[src/rtl/bp_me_wormhole_lce_cmd_arbiter.sv]
// ---------------------------------------------------------------------------
// bp_me_wormhole_lce_cmd_arbiter
//
// Purpose:
//   Shares one LCE command injection port among num_req_p wormhole flit
//   sources. Header flits are arbitrated round-robin. A winner keeps the
//   grant until the last flit of its packet has been accepted, so packets
//   are never interleaved on the wormhole link. Flits pass through
//   combinationally with zero cycles of latency.
//
// Ports:
//   clk_i       - clock
//   reset_n_i   - asynchronous active-low reset; also forces all outputs low
//   flit_i      - per-requester flits, requester r at [r*flit_width_p +: flit_width_p]
//   v_i         - per-requester valid
//   ready_o     - per-requester ready
//   flit_o      - flit forwarded to the network
//   v_o         - output valid (never depends on ready_i)
//   ready_i     - network ready
//   grant_id_o  - index of the requester currently forwarded
//   busy_o      - high while a packet is in flight (state != IDLE)
// ---------------------------------------------------------------------------
module bp_me_wormhole_lce_cmd_arbiter #(
  parameter int num_req_p    = 4,
  parameter int flit_width_p = 64,
  parameter int cord_width_p = 8,
  parameter int cid_width_p  = 2,
  parameter int len_width_p  = 4,
  parameter int lg_num_req_lp = (num_req_p > 1) ? $clog2(num_req_p) : 1
) (
  input  logic                              clk_i,
  input  logic                              reset_n_i,
  input  logic [num_req_p*flit_width_p-1:0] flit_i,
  input  logic [num_req_p-1:0]              v_i,
  output logic [num_req_p-1:0]              ready_o,
  output logic [flit_width_p-1:0]           flit_o,
  output logic                              v_o,
  input  logic                              ready_i,
  output logic [lg_num_req_lp-1:0]          grant_id_o,
  output logic                              busy_o
);

  localparam int len_lsb_lp = cord_width_p + cid_width_p;

  typedef enum logic [1:0] {
    IDLE = 2'd0,
    HDR  = 2'd1,
    BODY = 2'd2
  } state_e;

  state_e                   state_q, state_d;
  logic [lg_num_req_lp-1:0] grant_q, grant_d;
  logic [lg_num_req_lp-1:0] rr_ptr_q, rr_ptr_d;
  logic [len_width_p-1:0]   cnt_q, cnt_d;

  // Per-requester view of the packed flit bus.
  logic [flit_width_p-1:0] flit_arr [num_req_p];

  for (genvar gi = 0; gi < num_req_p; gi++) begin : g_unpack
    assign flit_arr[gi] = flit_i[gi*flit_width_p +: flit_width_p];
  end

  // Round-robin candidate: first valid requester after rr_ptr_q, wrapping.
  logic                     any_v;
  logic [lg_num_req_lp-1:0] cand;

  always_comb begin
    int                       k;
    logic [lg_num_req_lp-1:0] idx;
    any_v = 1'b0;
    cand  = '0;
    for (int i = 0; i < num_req_p; i++) begin
      k   = (int'(rr_ptr_q) + 1 + i) % num_req_p;
      idx = lg_num_req_lp'(k);
      if (!any_v && v_i[idx]) begin
        any_v = 1'b1;
        cand  = idx;
      end
    end
  end

  // Routing: in IDLE the live candidate is forwarded; once a header has been
  // offered (HDR) or accepted (BODY) the selection is frozen in grant_q.
  logic [lg_num_req_lp-1:0] sel;
  logic                     v_raw;
  logic                     route_active;
  logic [len_width_p-1:0]   len_sel;
  logic                     hs;

  always_comb begin
    if (state_q == IDLE) begin
      sel          = cand;
      v_raw        = any_v;
      route_active = any_v;
    end else begin
      sel          = grant_q;
      v_raw        = v_i[grant_q];
      route_active = 1'b1;
    end
    len_sel = flit_arr[sel][len_lsb_lp +: len_width_p];
    hs      = v_raw & ready_i;
  end

  // State register
  always_ff @(posedge clk_i or negedge reset_n_i) begin
    if (!reset_n_i) begin
      state_q  <= IDLE;
      grant_q  <= '0;
      cnt_q    <= '0;
      rr_ptr_q <= lg_num_req_lp'(num_req_p - 1);
    end else begin
      state_q  <= state_d;
      grant_q  <= grant_d;
      cnt_q    <= cnt_d;
      rr_ptr_q <= rr_ptr_d;
    end
  end

  // Next-state logic
  always_comb begin
    state_d  = state_q;
    grant_d  = grant_q;
    cnt_d    = cnt_q;
    rr_ptr_d = rr_ptr_q;
    case (state_q)
      IDLE: begin
        if (any_v) begin
          if (ready_i) begin
            rr_ptr_d = cand;
            // A header-only packet leaves us in IDLE so the next packet can
            // be arbitrated in the very next cycle.
            if (len_sel != '0) begin
              state_d = BODY;
              cnt_d   = len_sel;
              grant_d = cand;
            end
          end else begin
            // Freeze the offered header so flit_o stays stable under stall.
            state_d = HDR;
            grant_d = cand;
          end
        end
      end
      HDR: begin
        if (hs) begin
          rr_ptr_d = grant_q;
          if (len_sel != '0) begin
            state_d = BODY;
            cnt_d   = len_sel;
          end else begin
            state_d = IDLE;
          end
        end
      end
      BODY: begin
        if (hs) begin
          cnt_d = cnt_q - 1'b1;
          if (cnt_q == len_width_p'(1)) begin
            state_d = IDLE;
          end
        end
      end
      default: state_d = IDLE;
    endcase
  end

  // Output logic; everything is held low while reset is asserted.
  always_comb begin
    v_o        = 1'b0;
    flit_o     = '0;
    ready_o    = '0;
    grant_id_o = '0;
    busy_o     = 1'b0;
    if (reset_n_i) begin
      v_o        = v_raw;
      flit_o     = flit_arr[sel];
      busy_o     = (state_q != IDLE);
      grant_id_o = (state_q == IDLE && !any_v) ? rr_ptr_q : sel;
      if (ready_i && route_active) begin
        ready_o[sel] = 1'b1;
      end
    end
  end

endmodule

[config.mk]
export PLATFORM = sky130hd
export DESIGN_NAME = bp_me_wormhole_lce_cmd_arbiter
export DESIGN_NICKNAME = d
export VERILOG_FILES = /design/src/rtl/bp_me_wormhole_lce_cmd_arbiter.sv
export SDC_FILE = /design/constraint.sdc
export NUM_CORES = 1
export LEC_CHECK = 0
export BUFFER_PORTS_ARGS = -buffer_cell sky130_fd_sc_hd__buf_4
export CORE_AREA = 2 2 128 130
export CTS_BUF_LIST = sky130_fd_sc_hd__clkbuf_4 sky130_fd_sc_hd__clkbuf_8 sky130_fd_sc_hd__clkbuf_16
export CTS_CLUSTER_DIAMETER = 150
export DETAILED_ROUTE_END_ITERATION = 7
export DIE_AREA = 0 0 130 132
export SETUP_SLACK_MARGIN = 0.3
export SLEW_MARGIN = 20
export SYNTH_ARGS = -nofsm -noshare
export SYNTH_HDL_FRONTEND = slang
export SYNTH_SLANG_ARGS = --single-unit
[constraint.sdc]
create_clock -name clk_i -period 7.1 [get_ports clk_i]
set_clock_uncertainty 0.15 [all_clocks]
set_input_delay 1.065 -clock clk_i [delete_from_list [all_inputs] [get_ports clk_i]]
set_output_delay 1.065 -clock clk_i [all_outputs]
set_load 0.05 [all_outputs]
; Word level (Yosys, flattened, before mapping)
; Cells that the tools add are included.
[totals]
register_bits = 10
inputBits = 263
output_inout_bits = 72
word_cells = 101
[classes]
addsub = 5
order_cmp = 8
eq_ne = 10
muxes = 53
bitwise_logic = 2
reduce_logical = 19
[op_table]
columns = op, count
row1 = $mux 64, 3
row2 = $bmux 64 s2, 1
row3 = $mux 2, 19
row4 = $mux 4, 7
row5 = $lt 2x3->1 const B, 6
row6 = $mux 1, 14
row7 = $pmux 4 s3, 1
row8 = $bmux 1 s2, 5
row9 = $ne 2x2->1 const B, 5
row10 = $reduce_and 5->1, 2
row11 = $add 2x2->2 const B, 3
row12 = $logic_and 1x1->1, 6
row13 = $pmux 2 s3, 1
row14 = $eq 4x1->1 const B, 1
row15 = $logic_not 1->1, 4
row16 = $pmux 2 s2, 1
row17 = $reduce_and 4->1, 1
row18 = $reduce_bool 2->1, 2
row19 = $reduce_bool 4->1, 1
row20 = $sub 4x1->4 const B, 1
row21 = $ge 3x3->1 const B, 1
row22 = $ne 3x2->1 const B, 1
row23 = $not 2->3, 1
row24 = $reduce_and 3->1, 1
row25 = 9 further kinds, 9

; Logic depth before layout (Yosys ltp)
[depth]
ltp_word = 23
depth_mapped = 11

; Worst setup path after synthesis
; OpenSTA, ideal clock, no wires.
[synth_timing]
kind = input-to-output
from = input port v_i[2]
to = output port grant_id_o[0]
arrival_time_ns = 3.405
required_ns = 5.885
path_slack_ns = 2.480
cell_stages = 8
n_path_buf = 3
path_cell_list = nand2b_1 a21boi_1 o221a_2 a21o_1 buf_6 buf_2 buf_1 a21boi_0
[synth_via]
elab_chain_cells = 16
word_cells_on_any_way = 27
classes_between = mux (19) / reduce/logical (8)
[synth_lines]
columns = item, line
row1 = start: declaration, 34  ; input logic [num_req_p-1:0] v_i,
row2 = $bmux 1 s2, 75  ; if (!any_v && v_i[idx]) begin
row3 = $mux 1 (not written as such), 75
row4 = $mux 1, 75
row5 = $logic_not 1->1, 75
row6 = $logic_and 1x1->1, 75
row7 = $mux 1, 75
row8 = $logic_not 1->1, 75
row9 = $logic_and 1x1->1, 75
row10 = $mux 1, 75
row11 = $logic_not 1->1, 75
row12 = $logic_and 1x1->1, 75
row13 = $mux 1, 75
row14 = $logic_not 1->1, 178  ; grant_id_o = (state_q == IDLE && !any_v) ? rr_ptr_q : sel;
row15 = $logic_and 1x1->1, 178
row16 = $mux 2 (*), 178
row17 = $mux 2 (*), 174  ; if (reset_n_i) begin
row18 = end: declaration, 39  ; output logic [lg_num_req_lp-1:0] grant_id_o,
; Mark *: on every way between the ends. The rest lies on a longest branch, timed or not. The select of a mux whose other input is x is not followed.

; Worst setup path in the final report
[layout_timing]
from = input port v_i[2]
to = output port flit_o[29]
[layout_via]
elab_chain_cells = 18
word_cells_on_any_way = 27
classes_between = mux (20) / bitwise (1) / reduce/logical (6)
[layout_lines]
columns = item, line
row1 = $bmux 1 s2, 75
row2 = $mux 1 (not written as such), 75
row3 = $mux 1, 75
row4 = $logic_not 1->1, 75
row5 = $logic_and 1x1->1, 75
row6 = $mux 1, 75
row7 = $logic_not 1->1, 75
row8 = $logic_and 1x1->1, 75
row9 = $mux 1, 75
row10 = $logic_not 1->1, 75
row11 = $logic_and 1x1->1, 75
row12 = $mux 2 (*), 75
row13 = $mux 2 (*), 91  ; if (state_q == IDLE) begin
row14 = $not 2->3 (not written as such) (*), 176  ; flit_o = flit_arr[sel];
row15 = $bmux 64 s2 (*), 176
row16 = $mux 64 (not written as such) (*) (2 in series), 176
row17 = $mux 64 (*), 174
row18 = end: declaration, 36  ; output logic [flit_width_p-1:0] flit_o,
; Marks and branches as above.

==> impl_metrics.tcl <==
set metrics [dict create \
    grt_pass1_vias 4709 \
    ys_seq_elements 10 \
    syn_inst 585 \
    grt_max_degree 96 \
    place_ws_ns 2.216 \
    synth_top_cell_area_share_pct 29.76 \
    final.setup.worst_slack_ns 2.228 \
    htree_levels 1 \
    die_area_um2 17160 \
    cp.buffers_inverters 3 \
    async_flop_share_pct 100.0 \
    cp_max_fo 95 \
    area_delta_synth_final_pct 85.75 \
    cts_buffer_depth 2 \
    maxCapViolCount 0 \
    cts_resized 0 \
    post-route-min-period_ns 4.872 \
    drt-wirelength-per-cell_um 14.12 \
    diodes 0 \
    chipWidth_um 130 \
    initial_core_util_pct 20.23 \
    grtUsageTotal_pct 16.66 \
    postCtsSetupRepairBufs 0 \
    dr.pass1.iters 5 \
    crit_family "compound AO/OA/AOI/OAI gates" \
    vdd_drop_max_uv 401.2 \
    path_cells "buf_4 > nand2b_1 > a21boi_1 > o221a_2 > a21o_4 > buf_4 > nand2_1 > nand3_1 > and3_1 > buf_4" \
    nets 1143 \
    hpwl_um 11920 \
    synth_cell_types 42 \
    cp_common_cell "buf_4" \
    synth_edf_count 0 \
    slew_headroom_pct 34.93 \
    worst_path_largest_cell_delay_ns 0.77 \
    io_buffers 334 \
    grt_pass1_wl_um 23670 \
    fin_crit_sh_pct 68.61 \
    cts_root_buf "clkbuf_16" \
    gr-total-overflow 0 \
    cp-start-kind "input port" \
    hold_viol_final 0 \
    drcViolationCount 0 \
    cpMaxStageDelayCell "a21o_4" \
    drive_gt1_share_pct 40.82 \
    yosysTopAreaCell "nand2_1" \
    synthFlopType "dfrtp_1" \
    die_h_um 132 \
    yosysSeqAreaShare_pct 7.953 \
    pin_count 335 \
    clkLatencyLatePin_ns 0.23 \
    power_density_nw_per_um2 536.4 \
    crit_path_end_kind "primary output" \
    clkTransAtPathRegs_ns 0.04 \
    synth_area_leaders "nand2_1, nand3b_1, and3_1, nand3_1, dfrtp_1" \
    place_congestion 0.8479 \
    routed_via_density 4.549 \
    num_rows 46 \
    syn-cell-area_um2 3178 \
    ctsHoldBuffers 0 \
    tritoncts "built" \
    yosysMostFrequentCell "nand2_1" \
    drt_iter0_drc 285 \
    routed_wl_um 15430 \
    ant_nets 0 \
    worst_slew_pin_slew_ns 0.9760 \
    outcome "finished, final reports clean" \
    setup-violations-final 0 \
    grt_setup_unrepaired "false" \
    yosys-top-cells-count "nand2_1, nand3_1, nand3b_1" \
    crit_required_ns 5.88 \
    fillers 1756 \
    cp.arrival_ns 3.66 \
    synth.yosys.warnings 0 \
    worstHoldPathType "register to register" \
    postSynthAreaPerCell_um2 5.433 \
    clock-sinks 10 \
    antenna_found_initial 0 \
    cts_buffers 3 \
    p_leak_nw 3.141 \
    core-area_um2 15710 \
    vias 4972 \
    syn_nets 850 \
    slew_violations 0 \
    max_freq_mhz 205.3 \
    critical_path_class "input port to primary output" \
    tns_ns 0 \
]
==> path summary, 6_finish.rpt <==
kind,from,endpoint,slack (ns),depth (start not counted)
worst max-delay path,v_i[2],flit_o[29],2.23,10
worst min-delay path,rr_ptr_q[0]$_DFFE_PN1P_,rr_ptr_q[0]$_DFFE_PN1P_,0.41,2
worst max register to register,state_q[0]$_DFFE_PN0P_,cnt_q[1]$_DFFE_PN0P_,3.30,7
worst min register to register,rr_ptr_q[0]$_DFFE_PN1P_,rr_ptr_q[0]$_DFFE_PN1P_,0.41,2
max in group asynchronous,reset_n_i,grant_q[0]$_DFFE_PN0P_,5.56,1
min in group asynchronous,reset_n_i,cnt_q[0]$_DFFE_PN0P_,0.76,1
==> final cells by class <==
cell class              instances  area, µm²  share of cell area (%)
clock buffers                   4      82.58                   1.399
inverters                       4      15.01                  0.2543
multi-input cells             520       2738                   46.38
flip-flops and latches         10      252.7                   4.281
well taps                     216      270.3                   4.578
repair buffers                339       2545                   43.11
==> per-layer routing <==
metal	track usage [%]	part of all wire, %	up-vias
met3	2.070	5.9	28
met5	0	0	-
li1	-	-	2556
met4	4.122	2.9	0
met1	19.97	40	2191
met2	30.95	51	197
==> cell families (layout without fill, tap and decap cells) <==
| kind of cell | count (synthesis) | in the layout | share of synthesized area [%] |
|---|---|---|---|
| AOI/OAI and AO/OA | 34 | 34 | 6.968 |
| buffers and inverters | 55 | 347 | 6.850 |
| adders and majority gates | 2 | 2 | 0.7873 |
| and+or+nand+nor | 476 | 476 | 72.91 |
| DFF | 10 | 10 | 7.953 |
| muxes | 8 | 8 | 4.528 |
==> worst min-delay path, stage by stage, from the launching register on <==
cell	delay, ns
dfstp_2	0.38
inv_1	0.08
o21ai_0	0.09
==> sequential cells by signal (all words and copies together) (netlist names) <==
name,count
state_q,2
cnt_q,4
grant_q,2
rr_ptr_q,2
==> metrics by stage <==
step                      total power, mW  area (µm²)  hold slack (ns)  util (%)  instances
after global routing                3.427        5903           0.4392     37.57       1093
final                               3.167        5903           0.4087     37.57       1093
after detailed placement            3.080        5821           0.4023     37.04       1089
after global placement              3.067        5821           0.3997     37.04       1089
after floorplan                     2.288        3178           0.3534         -        585
after CTS                           3.193        5903           0.4086     37.57       1093
==> power breakdown <==
part | internal, mW | switching [mW] | total [mW]
Clock | 0.0792 | 0.0277 | 0.107
Sequential | 0.0924 | 0.0547 | 0.147
Combinational | 1.01 | 1.91 | 2.91
Total | 1.18 | 1.99 | 3.17
==> cells in the final DEF (no fill, tap or decap), drive strengths merged, types with 2 or more instances in the layout <==
master | Yosys | routed
a21boi | 3 | 3
a21o | 2 | 2
a21oi | 10 | 10
a22oi | 2 | 2
a31oi | 2 | 2
and2 | 5 | 5
and3 | 60 | 60
buf | 5 | 339
clkbuf | 46 | 4
dfrtp | 8 | 8
dfstp | 2 | 2
ha | 2 | 2
inv | 4 | 4
mux2i | 2 | 2
mux4 | 5 | 5
nand2 | 252 | 252
nand2b | 7 | 7
nand3 | 63 | 63
nand3b | 61 | 61
nor2 | 14 | 14
nor2b | 4 | 4
nor3 | 3 | 3
nor4 | 2 | 2
o21ai | 8 | 8
or4 | 2 | 2
Note: power is estimated with default switching activity, not from simulation.
